**src/rtl/delayed_capture_sched.sv**
```systemverilog
// Cycle-counted delayed-capture controller: queues {data, delay} requests and
// commits each to q in arrival order once its delay has elapsed.
module delayed_capture_sched #(
  parameter int DATA_W  = 1,
  parameter int DELAY_W = 5,
  parameter int DEPTH   = 4
) (
  input  logic                      clk,
  input  logic                      rst_n,
  input  logic                      req_valid,
  output logic                      req_ready,
  input  logic [DATA_W-1:0]         req_data,
  input  logic [DELAY_W-1:0]        req_delay,
  output logic [DATA_W-1:0]         q,
  output logic                      q_upd,
  output logic [$clog2(DEPTH):0]    pending,
  output logic                      busy
);
  localparam int PTR_W = $clog2(DEPTH);
  localparam int CNT_W = PTR_W + 1;
  localparam logic [CNT_W-1:0] FULL = CNT_W'(DEPTH);

  logic [DATA_W-1:0]  r_data [DEPTH];
  logic [DELAY_W-1:0] r_rem  [DEPTH];
  logic               r_vld  [DEPTH];
  logic [PTR_W-1:0]   r_wptr, r_rptr;
  logic [CNT_W-1:0]   r_cnt;
  logic [DATA_W-1:0]  r_q;
  logic               r_q_upd;

  logic w_ready, w_acc, w_commit;

  // Ready comes from the registered count only, so a same-edge pop never frees a slot.
  assign w_ready  = (r_cnt < FULL);
  assign w_acc    = req_valid && w_ready;
  assign w_commit = r_vld[r_rptr] && (r_rem[r_rptr] == '0);

  always_ff @(posedge clk or negedge rst_n) begin
    if (!rst_n) begin
      for (int i = 0; i < DEPTH; i++) begin
        r_vld[i]  <= 1'b0;
        r_rem[i]  <= '0;
        r_data[i] <= '0;
      end
    end else begin
      for (int i = 0; i < DEPTH; i++) begin
        if (w_acc && (r_wptr == PTR_W'(i))) begin
          r_vld[i]  <= 1'b1;
          r_data[i] <= req_data;
          r_rem[i]  <= req_delay;
        end else if (w_commit && (r_rptr == PTR_W'(i))) begin
          r_vld[i]  <= 1'b0;
        end else if (r_vld[i] && (r_rem[i] != '0)) begin
          r_rem[i]  <= r_rem[i] - 1'b1;
        end
      end
    end
  end

  always_ff @(posedge clk or negedge rst_n) begin
    if (!rst_n) begin
      r_wptr  <= '0;
      r_rptr  <= '0;
      r_cnt   <= '0;
      r_q     <= '0;
      r_q_upd <= 1'b0;
    end else begin
      if (w_acc)    r_wptr <= r_wptr + 1'b1;
      if (w_commit) begin
        r_rptr <= r_rptr + 1'b1;
        r_q    <= r_data[r_rptr];
      end
      r_q_upd <= w_commit;
      case ({w_acc, w_commit})
        2'b10:   r_cnt <= r_cnt + 1'b1;
        2'b01:   r_cnt <= r_cnt - 1'b1;
        default: r_cnt <= r_cnt;
      endcase
    end
  end

  assign req_ready = w_ready;
  assign q         = r_q;
  assign q_upd     = r_q_upd;
  assign pending   = r_cnt;
  assign busy      = (r_cnt != '0);
endmodule

```
**config.mk**
```make
export PLATFORM = sky130hd
export DESIGN_NAME = delayed_capture_sched
export DESIGN_NICKNAME = d
export VERILOG_FILES = /design/src/rtl/delayed_capture_sched.sv
export SDC_FILE = /design/constraint.sdc
export NUM_CORES = 1
export LEC_CHECK = 0
export BUFFER_PORTS_ARGS = -buffer_cell sky130_fd_sc_hd__buf_2
export CAP_MARGIN = 20
export CORE_ASPECT_RATIO = 0.7
export CORE_MARGIN = 2
export CORE_UTILIZATION = 55
export CTS_CLUSTER_DIAMETER = 200
export DETAILED_ROUTE_END_ITERATION = 8
export GPL_ROUTABILITY_DRIVEN = 0
export PLACE_DENSITY = 0.75
export SLEW_MARGIN = 10
export SYNTH_ARGS = -nofsm -noshare
export SYNTH_HDL_FRONTEND = slang
export SYNTH_SLANG_ARGS = --single-unit
```
**constraint.sdc**
```tcl
create_clock -name clk -period 5.7 [get_ports clk]
set_clock_uncertainty 0.2 [all_clocks]
set_input_delay 0.855 -clock clk [delete_from_list [all_inputs] [get_ports clk]]
set_output_delay 0.855 -clock clk [all_outputs]
set_load 0.05 [all_outputs]
```
Yosys cells after proc, flatten, opt, wreduce, memory -nomap -nowiden

Cells that the tools add are included.

Flip-flop bits (word level): 37
Input bits: 9
Output and inout bits: 7
Word-level logic and storage cells: 105

$add $sub $neg: 8
$lt $le $gt $ge: 2
Equal/unequal tests: 12
Muxes and demuxes: 30
Bitwise logic cells: 1
Reductions and logical operators: 35

Operators with widths:

| kind                  | count |
|---|---|
| $mux W5               | 14 |
| $reduce_bool A5 Y1    | 4 |
| $sub A5 B1 Y5 const B | 4 |
| $reduce_bool A2 Y1    | 9 |
| $logic_and A1 B1 Y1   | 14 |
| $mux W1               | 12 |
| $bmux W5 S2           | 1 |
| $eq A2 B2 Y1 const B  | 5 |
| $ne A2 B2 Y1 const B  | 4 |
| $reduce_and A2 Y1     | 4 |
| $eq A2 B1 Y1 const B  | 3 |
| $pmux W3 S2           | 1 |
| $logic_not A5 Y1      | 1 |
| $add A2 B1 Y2 const B | 2 |
| $bmux W1 S2           | 2 |
| $logic_not A2 Y1      | 2 |
| $add A3 B1 Y3 const B | 1 |
| $ge A3 B3 Y1 const B  | 1 |
| $lt A3 B3 Y1 const B  | 1 |
| $not A2 Y3            | 1 |
| $reduce_bool A3 Y1    | 1 |
| $sub A3 B1 Y3 const B | 1 |

Depth between registers and ports, before layout

Gate-level depths: netlist (run 1).

Depth in word-level cells: 9
Gate-level depth with buffers: 10
Depth with buffers taken out: 9

Worst setup path before layout (run 1)

No wires, ideal clock.

Kind: flip-flop to output port
From: register r_cnt[2], in the netlist pending[2]
To: output port busy
Data arrival time: 1.498 ns
Required time: 4.645 ns
Slack: 3.147 ns
Cell stages (with the launch flop): 3
Buffers on the path: 0
Cells stage by stage: dfrtp_1 inv_1 nand3_1

Word-level cells in the longest chain between the ends: 1

RTL lines:

| item                     | line | source |
|---|---|---|
| start: declaration       | 27   | `logic [CNT_W-1:0] r_cnt;` |
| start signal: assignment | 75   | `2'b10: r_cnt <= r_cnt + 1'b1;` |
| start signal: assignment | 76   | `2'b01: r_cnt <= r_cnt - 1'b1;` |
| start signal: assignment | 77   | `default: r_cnt <= r_cnt;` |
| $reduce_bool A3 Y1       | 86   | `assign busy = (r_cnt != '0);` |
| end: declaration         | 17   | `output logic busy` |

Every way passes these cells.

Worst setup path after layout (run 1)

From: register r_rem[2] (netlist bit)
To: register r_cnt[2], in the netlist pending[2]

Word-level cells in the longest chain between the ends: 7
Elaborated cells between the ends (all ways): 9
Classes of those cells: 2 x eq/ne; 4 x mux; 3 x reduce/logical

RTL lines:

| item                                                     | line | source |
|---|---|---|
| start: declaration                                       | 24   | `logic [DELAY_W-1:0] r_rem [DEPTH];` |
| start signal: indexed assignment                         | 50   | `r_rem[i] <= req_delay;` |
| start signal: indexed assignment                         | 54   | `r_rem[i] <= r_rem[i] - 1'b1;` |
| $bmux W5 S2 (*)                                          | 36   | `assign w_commit = r_vld[r_rptr] && (r_rem[r_rptr] == '0);` |
| $mux W5 (not written as such) (*) (2 in series)          | 36   |  |
| $logic_not A5 Y1 (*)                                     | 36   |  |
| $logic_and A1 B1 Y1 (*)                                  | 36   |  |
| net w_commit                                             | 31   | `logic w_ready, w_acc, w_commit;` |
| $eq A2 B1 Y1 / $eq A2 B2 Y1 (equally long branches)      | 74   | `case ({w_acc, w_commit})` |
| $pmux W3 S2 / $reduce_bool A2 Y1 (equally long branches) | -    |  |

The timed path passes the listed nets; every way through them passes the cells marked *. The select of a mux whose other input is x is not followed.
A chain may end at the register's enable or synchronous reset.

==> results.ini, run 1 <==
[route]
vias = 1888
ant_nets = 0
wl_per_cell_um = 15.3
vias_per_cell = 5.94
drt-initial-drc-count = 131
routed_wl_um = 4850
drc = 0
drt-pass1-iter-count = 4

[grt]
met1_usage_pct = 35.9
grt_pass1_wl_um = 8570
antenna_found_initial = 0
grt_pass1_vias = 1776
gr-total-overflow = 0
use_met3_pct = 5.14
grt_use_met2_pct = 34.9
grt_use_total_pct = 24.4
grt_max_degree = 38
top_usage_layer = met1

[layout]
antenna_cells = 0
drive_gt1_share_pct = 15.4
final_util_pct = 63.3
nets = 292
ff_latch_area_um2 = 926
fillers = 338
stdcell_area_um2 = 2510
area_delta_synth_final_pct = 9.13
multiInputGateArea_um2 = 1240

[placement]
placed_area_um2 = 2390
hpwlAfterDp_um = 3440
numPortBuffers = 15

[synthesis]
synth_flop_cell = dfrtp_1
syn_inst = 250
seq_area_frac_synth_pct = 40.2
postSynthNetCount = 277
syn_area_per_cell_um2 = 9.21
yosysWarnings = 0
netlist.area_leader.share_pct = 40.2
netlist_top_cells_area = dfrtp_1 40%, ha_1 9.2%, nand2_1 5.2%
synth_common_cells = 37 x dfrtp_1, 32 x nand2_1, 22 x inv_1
synth.most_common_cell = dfrtp_1
synth.cell_area_um2 = 2300
ys_async_sr_fraction_pct = 100
synth_edf_count = 0
ys_ff_latch = 37
synth_top_area_cell = dfrtp_1
synth_cell_types = 38

[floorplanning]
coreArea_um2 = 3970
die_w_um = 81.3
rows = 19
pin_count = 16
die_area_um2 = 4730
dieHeight_um = 58.1
start_util_pct = 58.0

[cts]
h-tree-depth = 2
clock_sinks = 37
root_buffer = clkbuf_8
clockBufferDepth = 2
clk_pin_slew_ps = 80
ctsHoldBuffers = 0
cts_resized = 0
cts_setup_buffers = 0
cts_buffers = 5
cts_tree = yes
clk_latency_ps = 300

[power]
power.density_nw_per_um2 = 596
power.total_w = 0.00150
peakVddDrop_mv = 0.455
leakagePower_nw = 1.15

[timing]
maxSlewViolCount = 0
finalCritPeriodShare_pct = 50.0
min_period_ps = 2850
fmax_mhz = 351
hold_viol_final = 0
rsz0062_at_grt = false
tightest_slew_ps = 824
maxSlewHeadroom_pct = 45.1
tns_ps = 0
setup_viol = 0

[worst_setup_path]
end_kind = register
crit_arrival_ps = 2880
cp.required_ps = 5730
crit_type = register to register
crit_fanout = 6
critPathLaunchType = register
worstRegToRegCells = 9

[hold_path]
hold_depth = 2
hold_class = register to register

[flow_run]
maxCapViolations = 0

[outcome]
status = finished, final reports clean

==> area by class of cell <==
class	instances	area share (%)
sequential	37	36.9
clock inverter	2	1.49
clock buffer	6	3.29
inverter	22	3.29
multi-input combinational	184	49.5
timing repair buffer	15	2.99
tap	52	2.59
==> layout by cell type (no fill, tap or decap), types with 2 or more instances in the layout <==
| cell | instances |
|---|---|
| nor2_1 | 20 |
| nor3_2 | 2 |
| o22ai_1 | 4 |
| inv_1 | 22 |
| mux2_2 | 4 |
| o211ai_1 | 4 |
| o41ai_1 | 2 |
| xnor2_1 | 4 |
| o21ai_0 | 14 |
| nand3_1 | 16 |
| or3_2 | 6 |
| o31ai_1 | 4 |
| a31oi_1 | 15 |
| nand2_1 | 32 |
| or3_1 | 4 |
| ha_1 | 17 |
| nor3_1 | 5 |
| buf_2 | 15 |
| clkbuf_8 | 6 |
| dfrtp_1 | 37 |
| or4b_1 | 3 |
| mux2i_1 | 2 |
| or4_1 | 8 |
| and2_1 | 4 |
| a32oi_2 | 2 |
==> through the flow <==
stage                     setup WS (ps)  instances  hold slack [ps]
after global routing               2620        318              323
after global placement             2930        310              264
after floorplan                    3150        250              240
after CTS                          2840        318              289
after detailed placement           2840        310              264
final                              2850        318              292
==> per-layer routing <==
metal,wire length [um],part of all wire [%]
met2,2080,43
met5,0,0
met4,77,1.6
met3,311,6.4
met1,2390,49
==> worst paths after layout <==
kind	from	endpoint	slack (ps)
worst max-delay path	r_rem[2]$_DFFE_PN0P_	pending[2]$_DFFE_PN0P_	2850
worst min-delay path	r_data[0]$_DFFE_PN0P_	r_data[0]$_DFFE_PN0P_	290
worst max register to register	r_rem[2]$_DFFE_PN0P_	pending[2]$_DFFE_PN0P_	2850
worst min register to register	r_data[0]$_DFFE_PN0P_	r_data[0]$_DFFE_PN0P_	290
max in group asynchronous	rst_n	r_rem[11]$_DFFE_PN0P_	4330
min in group asynchronous	rst_n	r_data[1]$_DFFE_PN0P_	450
==> where the power goes <==
| part | switching (W) | leakage (nW) | internal, W |
|---|---|---|---|
| Clock | 0.0000995 | 0.0574 | 0.000142 |
| Combinational | 0.000429 | 0.657 | 0.000297 |
| Sequential | 0.000135 | 0.435 | 0.000397 |
| Total | 0.000663 | 1.15 | 0.000836 |
==> cell families after synthesis <==
| group | count (synthesis) | share of synthesized area (%) |
|---|---|---|
| XOR/XNOR | 5 | 1.90 |
| flip-flops | 37 | 40.2 |
| AND/OR/NAND/NOR | 105 | 23.5 |
| multiplexers | 7 | 3.80 |
| buffers and inverters | 29 | 5.76 |
| adder cells (fa/ha/maj) | 18 | 10.1 |
| AO/OA/AOI/OAI | 49 | 14.7 |
==> registers in the layout (all words and copies together), names as in the netlist <==
name	flops
pending	3
q	1
q_upd	1
r_data	4
r_rem	20
r_rptr	2
r_vld	4
r_wptr	2
==> worst max-delay path, stage by stage (launching register included) <==
cell and delay (ps):
dfrtp_1 410, nor3_1 370, a32oi_2 260, o22ai_1 440
ha_1 280, inv_1 60, fa_1 380, xor2_1 150
nor2_1 110, xnor2_1 120
No activity file was read; power rests on OpenSTA's default activity.
==> run 2: changes to the inputs <==
- clock period: 5.7 -> 2.7 ns (I/O delays scaled with it)
==> results.ini, run 2 (same netlist as run 1, synthesis figures left out) <==
[placement]
placed_area_um2 = 2420  ; +1.3%
preCtsSetupSlack_ps = 125  ; -2710 ps
hpwlAfterDp_um = 3490  ; +1.4%
placed_cells = 314  ; +1.3%
numPortBuffers = 15  ; unchanged

[route]
drt-pass1-iter-count = 4  ; unchanged
vias_per_cell = 5.84  ; -1.6%
vias = 1881  ; -0.37%
drt-initial-drc-count = 102  ; -22%
wl_per_cell_um = 15.1  ; -0.75%
ant_nets = 0  ; unchanged
drc = 0  ; unchanged
routed_wl_um = 4870  ; +0.49%

[floorplanning]
start_util_pct = 58.0  ; unchanged
die_w_um = 81.3  ; unchanged
dieHeight_um = 58.1  ; unchanged
pin_count = 16  ; unchanged
rows = 19  ; unchanged
die_area_um2 = 4730  ; unchanged
coreArea_um2 = 3970  ; unchanged

[grt]
grt_pass1_vias = 1680  ; -5.4%
grt_use_total_pct = 23.1  ; -1.3 points
antenna_found_initial = 0  ; unchanged
grt_pass1_wl_um = 8100  ; -5.5%
gr-total-overflow = 0  ; unchanged
grt_max_degree = 38  ; unchanged

[cts]
cts_tree = yes
root_buffer = clkbuf_8
clk_pin_slew_ps = 80  ; about the same
h-tree-depth = 2  ; unchanged
clockBufferDepth = 2  ; unchanged
clk_latency_ps = 300  ; about the same
clock_sinks = 37  ; unchanged
cts_buffers = 5  ; unchanged

[worst_setup_path]
critPathLaunchType = register
r2r_start = r_rptr[0]$_DFFE_PN0P_
reg2reg_to = pending[2]$_DFFE_PN0P_
cp.required_ps = 2730  ; -3000 ps
worstRegToRegCells = 9  ; unchanged
crit_fanout = 7  ; +1
reg2reg_slack_ps = 220  ; -2630 ps
end_kind = register
crit_type = register to register
crit_arrival_ps = 2500  ; -380 ps

[flow_run]
maxCapViolations = 0  ; unchanged

[timing]
setup_ws_ps = 223  ; -2630 ps
tightest_slew_ps = 837  ; +12.9 ps
finalCritPeriodShare_pct = 91.7  ; +42 points
tns_ps = 0  ; unchanged
hold_viol_final = 0  ; unchanged
maxSlewViolCount = 0  ; unchanged
setup_viol = 0  ; unchanged
maxSlewHeadroom_pct = 44.2  ; -0.86 points
fmax_mhz = 404  ; +15%
min_period_ps = 2480  ; -374 ps
rsz0062_at_grt = false

[layout]
nets = 296  ; +1.4%
regMostFlops = r_rem
drive_gt1_share_pct = 17.8  ; +2.4 points
antenna_cells = 0  ; unchanged
area_delta_synth_final_pct = 10.4
mostFrequentLayoutCell = dfrtp_1
layout_common_cells = 37 x dfrtp_1, 32 x nand2_1, 22 x inv_1
reg_top3 = r_rem: 20 flops, r_data: 4 flops, r_vld: 4 flops
layout.cells.non_filler = 322  ; +1.3%
stdcell_area_um2 = 2540  ; +1.1%
largest_reg_flops = 20  ; unchanged

[power]
peakVddDrop_mv = 0.977  ; +110%
leakagePower_nw = 1.17  ; +1.6%
power.density_nw_per_um2 = 1230  ; +110%

[hold_path]
hold_class = input port to async pin

[outcome]
status = finished, final reports clean

run 2: changes by cell type in the layout (fill, tap and decap cells not counted), sizes merged:
cell,change
clkinvlp,-1
buf,+4
clkinv,+2
bufinv,-1
run 2: worst max path at each step:
stage	from	endpoint	cells after the start
2_1_floorplan	r_rem[12]$_DFFE_PN0P_	pending[2]$_DFFE_PN0P_	9
3_3_place_gp	r_rem[2]$_DFFE_PN0P_	pending[2]$_DFFE_PN0P_	9
3_5_place_dp	r_rem[2]$_DFFE_PN0P_	pending[2]$_DFFE_PN0P_	9
4_1_cts	r_rem[2]$_DFFE_PN0P_	pending[2]$_DFFE_PN0P_	9
5_1_grt	r_rptr[0]$_DFFE_PN0P_	pending[2]$_DFFE_PN0P_	9
6_report	r_rptr[0]$_DFFE_PN0P_	pending[2]$_DFFE_PN0P_	9
run 2: worst max-delay path, cell delays in order, from the launching register on:
cell and delay, ps:
dfrtp_1 480, mux2_2 320, nand2_1 100, o22ai_2 240, ha_1 220, inv_1 60
fa_1 380, xor2_1 150, nor2_1 120, xnor2_1 120
run 2: layout make-up:
type                            instances  area (um^2)
Multi-Input combinational cell        184         1270
Inverter                               22         82.6
Fill cell                             347         1430
Tap cell                               52         65.1
Clock inverter                          2         13.8
Timing Repair Buffer                   19          105
Sequential cell                        37          926
Clock buffer                            6         82.6
run 2: metrics by stage:
step	utilization, %	hold slack [ps]	power [W]
floorplan	-	-90.6	0.00232
global placement	61.0	256	0.00263
detailed placement	61.0	263	0.00267
CTS	63.4	23.3	0.00310
global route	64.0	71.3	0.00340
finish	64.0	1.70	0.00312
run 2: routing by layer:
| layer | up-vias | share of wire (%) | global-route usage, % |
|---|---|---|---|
| met5 | - | 0 | 0 |
| li1 | 943 | - | - |
| met2 | 45 | 42 | 31.3 |
| met1 | 888 | 53 | 36.2 |
| met4 | 0 | 0.96 | 7.99 |
| met3 | 5 | 4.2 | 5.14 |
run 2: power breakdown:
part           switching [W]  internal [W]  total, W
logic               0.000925      0.000657   0.00158
registers           0.000290      0.000837   0.00113
clock network       0.000208      0.000207  0.000415
total                0.00142       0.00170   0.00312
run 2: what timing repair did:
action | in CTS | in global routing
gates resized for setup | 0 | 4
endpoints found under the hold margin | 0 | 0
hold buffers | 0 | 0
buffers inserted | 0 | 0
endpoints found under the setup margin | 0 | 1
==> run 3: changes to the inputs <==
- BUFFER_PORTS_ARGS: -buffer_cell sky130_fd_sc_hd__buf_2 -> -buffer_cell sky130_fd_sc_hd__buf_4
- CORE_UTILIZATION: 55 -> 45
- PLACE_DENSITY: 0.75 -> 0.63
- RECOVER_POWER: unset -> 25
==> results.ini, run 3 (same netlist as run 1, synthesis figures left out) <==
[worst_setup_path]
critPathLaunchType = register
crit_fanout = 7  ; unchanged
crit_type = register to register
r2r_start = r_rptr[0]$_DFFE_PN0P_
end_kind = register
cp.required_ps = 2720  ; about the same
startpoint = r_rptr[0]$_DFFE_PN0P_
crit_arrival_ps = 2520  ; +20 ps

[floorplanning]
die_area_um2 = 5710  ; +21%
pin_count = 16  ; unchanged
rows = 21  ; +2
dieHeight_um = 63.8  ; +9.8%
start_util_pct = 47.4  ; -11 points
die_w_um = 89.5  ; +10%
coreArea_um2 = 4860  ; +22%

[timing]
rsz0062_at_grt = false
finalCritPeriodShare_pct = 92.8  ; +1.0 points
setup_viol = 0  ; unchanged
fmax_mhz = 399  ; -1.1%
maxSlewHeadroom_pct = 36.7  ; -7.5 points
hold_viol_final = 0  ; unchanged
setup_ws_ps = 195  ; -28.2 ps
maxSlewViolCount = 0  ; unchanged
tightest_slew_ps = 949  ; +112 ps
min_period_ps = 2500  ; +28.2 ps
tns_ps = 0  ; unchanged

[layout]
multiInputGateArea_um2 = 1250  ; -0.89%
mostFrequentLayoutCell = dfrtp_1
area_delta_synth_final_pct = 14.6
largest_reg_flops = 20  ; unchanged
ff_latch_area_um2 = 926  ; unchanged
regMostFlops = r_rem
reg_top3 = r_rem: 20 flops, r_data: 4 flops, r_vld: 4 flops
layout_common_cells = 37 x dfrtp_1, 32 x nand2_1, 22 x inv_1
antenna_cells = 0  ; unchanged
drive_gt1_share_pct = 17.9  ; +0.11 points
fillers = 477  ; +37%
nets = 300  ; +1.4%

[hold_path]
hold_class = input port to register
hp-start = req_data

[placement]
numPortBuffers = 15  ; unchanged
preCtsSetupSlack_ps = 123  ; -2.15 ps
hpwlAfterDp_um = 3650  ; +4.7%

[grt]
grt_use_total_pct = 20.6  ; -2.6 points
grt_max_degree = 38  ; unchanged
grt_pass1_vias = 1851  ; +10%
antenna_found_initial = 0  ; unchanged
grt_pass1_wl_um = 8860  ; +9.4%
gr-total-overflow = 0  ; unchanged

[cts]
root_buffer = clkbuf_8
cts_tree = yes
clock_sinks = 37  ; unchanged
clockBufferDepth = 2  ; unchanged
h-tree-depth = 2  ; unchanged
cts_buffers = 5  ; unchanged
cts_setup_buffers = 0  ; unchanged
clk_latency_ps = 290  ; about the same
clk_pin_slew_ps = 90  ; about the same

[route]
drt-pass1-iter-count = 4  ; unchanged
vias_per_cell = 5.46  ; -6.5%
vias = 1873  ; -0.43%
drt-initial-drc-count = 152  ; +49%
ant_nets = 0  ; unchanged
routed_wl_um = 5070  ; +4.1%
drc = 0  ; unchanged
wl_per_cell_um = 14.8  ; -2.3%

[power]
peakVddDrop_mv = 0.685  ; -30%
power.density_nw_per_um2 = 1230  ; about the same
leakagePower_nw = 1.20  ; +2.6%

[outcome]
status = finished, final reports clean

[flow_run]
maxCapViolations = 0  ; unchanged

[run 3: cell types whose count changed in the layout (fill, tap and decap cells not counted)]
cell           change
o22ai_1            +1
clkinvlp_4         +1
buf_2             -15
clkbuf_2           +1
clkbuf_8           -1
o22ai_2            -1
bufinv_16          +1
dlygate4sd3_1      +1
buf_4             +17
nor3_2             -1
nor3_1             +1
clkinv_2           -1
[run 3: worst paths after layout]
check                                               to  slack, ps  cells after the start
worst max-delay path            pending[2]$_DFFE_PN0P_        200                      9
worst min-delay path             r_data[1]$_DFFE_PN0P_        140                      3
worst max register to register  pending[2]$_DFFE_PN0P_        200                      9
worst min register to register   r_data[0]$_DFFE_PN0P_        280                      2
max in group asynchronous        r_rptr[1]$_DFFE_PN0P_       1120                      2
min in group asynchronous         r_rem[7]$_DFFE_PN0P_        590                      2
[run 3: report_power, final]
| part | switching (W) | total [W] | internal, W | leakage [nW] |
|---|---|---|---|---|
| sequential | 0.000286 | 0.00112 | 0.000837 | 0.435 |
| clock | 0.000218 | 0.000495 | 0.000277 | 0.0543 |
| combinational | 0.000923 | 0.00163 | 0.000704 | 0.710 |
[run 3: what timing repair did]
item / 4_1_cts / 5_1_grt
hold buffers: 1 / 0
endpoints found under the setup margin: 0 / 1
hold endpoints to repair: 37 / 0
gates resized for setup: 0 / 2
[run 3: layout make-up]
cell class | instances | share of cell area (%)
sequential | 37 | 35.1
timing repair buffer | 23 | 6.55
inverter | 22 | 3.13
clock buffer | 5 | 2.61
clock inverter | 3 | 1.76
tap | 69 | 3.27
multi-input combinational | 184 | 47.6
[run 3: metrics by stage]
step / power [W] / std cells / utilization [%] / area [um^2] / hold slack (ps)
2_1_floorplan: 0.00232 / 250 / - / 2300 / -90.6
3_3_place_gp: 0.00271 / 334 / 51.5 / 2500 / 207
3_5_place_dp: 0.00273 / 334 / 51.5 / 2500 / 212
4_1_cts: 0.00324 / 343 / 54.1 / 2630 / 133
5_1_grt: 0.00356 / 343 / 54.3 / 2640 / 130
6_report: 0.00324 / 343 / 54.3 / 2640 / 140
[run 3: per-layer routing]
layer  global-route usage (%)  vias up  wire length [um]
met3                     4.78        2               242
met4                     5.60        0                34
li1                         -      940                 -
met1                     30.6      898              2640
met5                        0        -                 0
met2                     29.9       33              2160
[run 3: critical path, cell delays in order, from the launching register on]
cell	delay, ps
dfrtp_1	480
mux2_2	320
nand2_1	80
o22ai_1	280
ha_1	240
inv_1	70
fa_1	370
xor2_1	150
nor2_1	110
xnor2_1	120
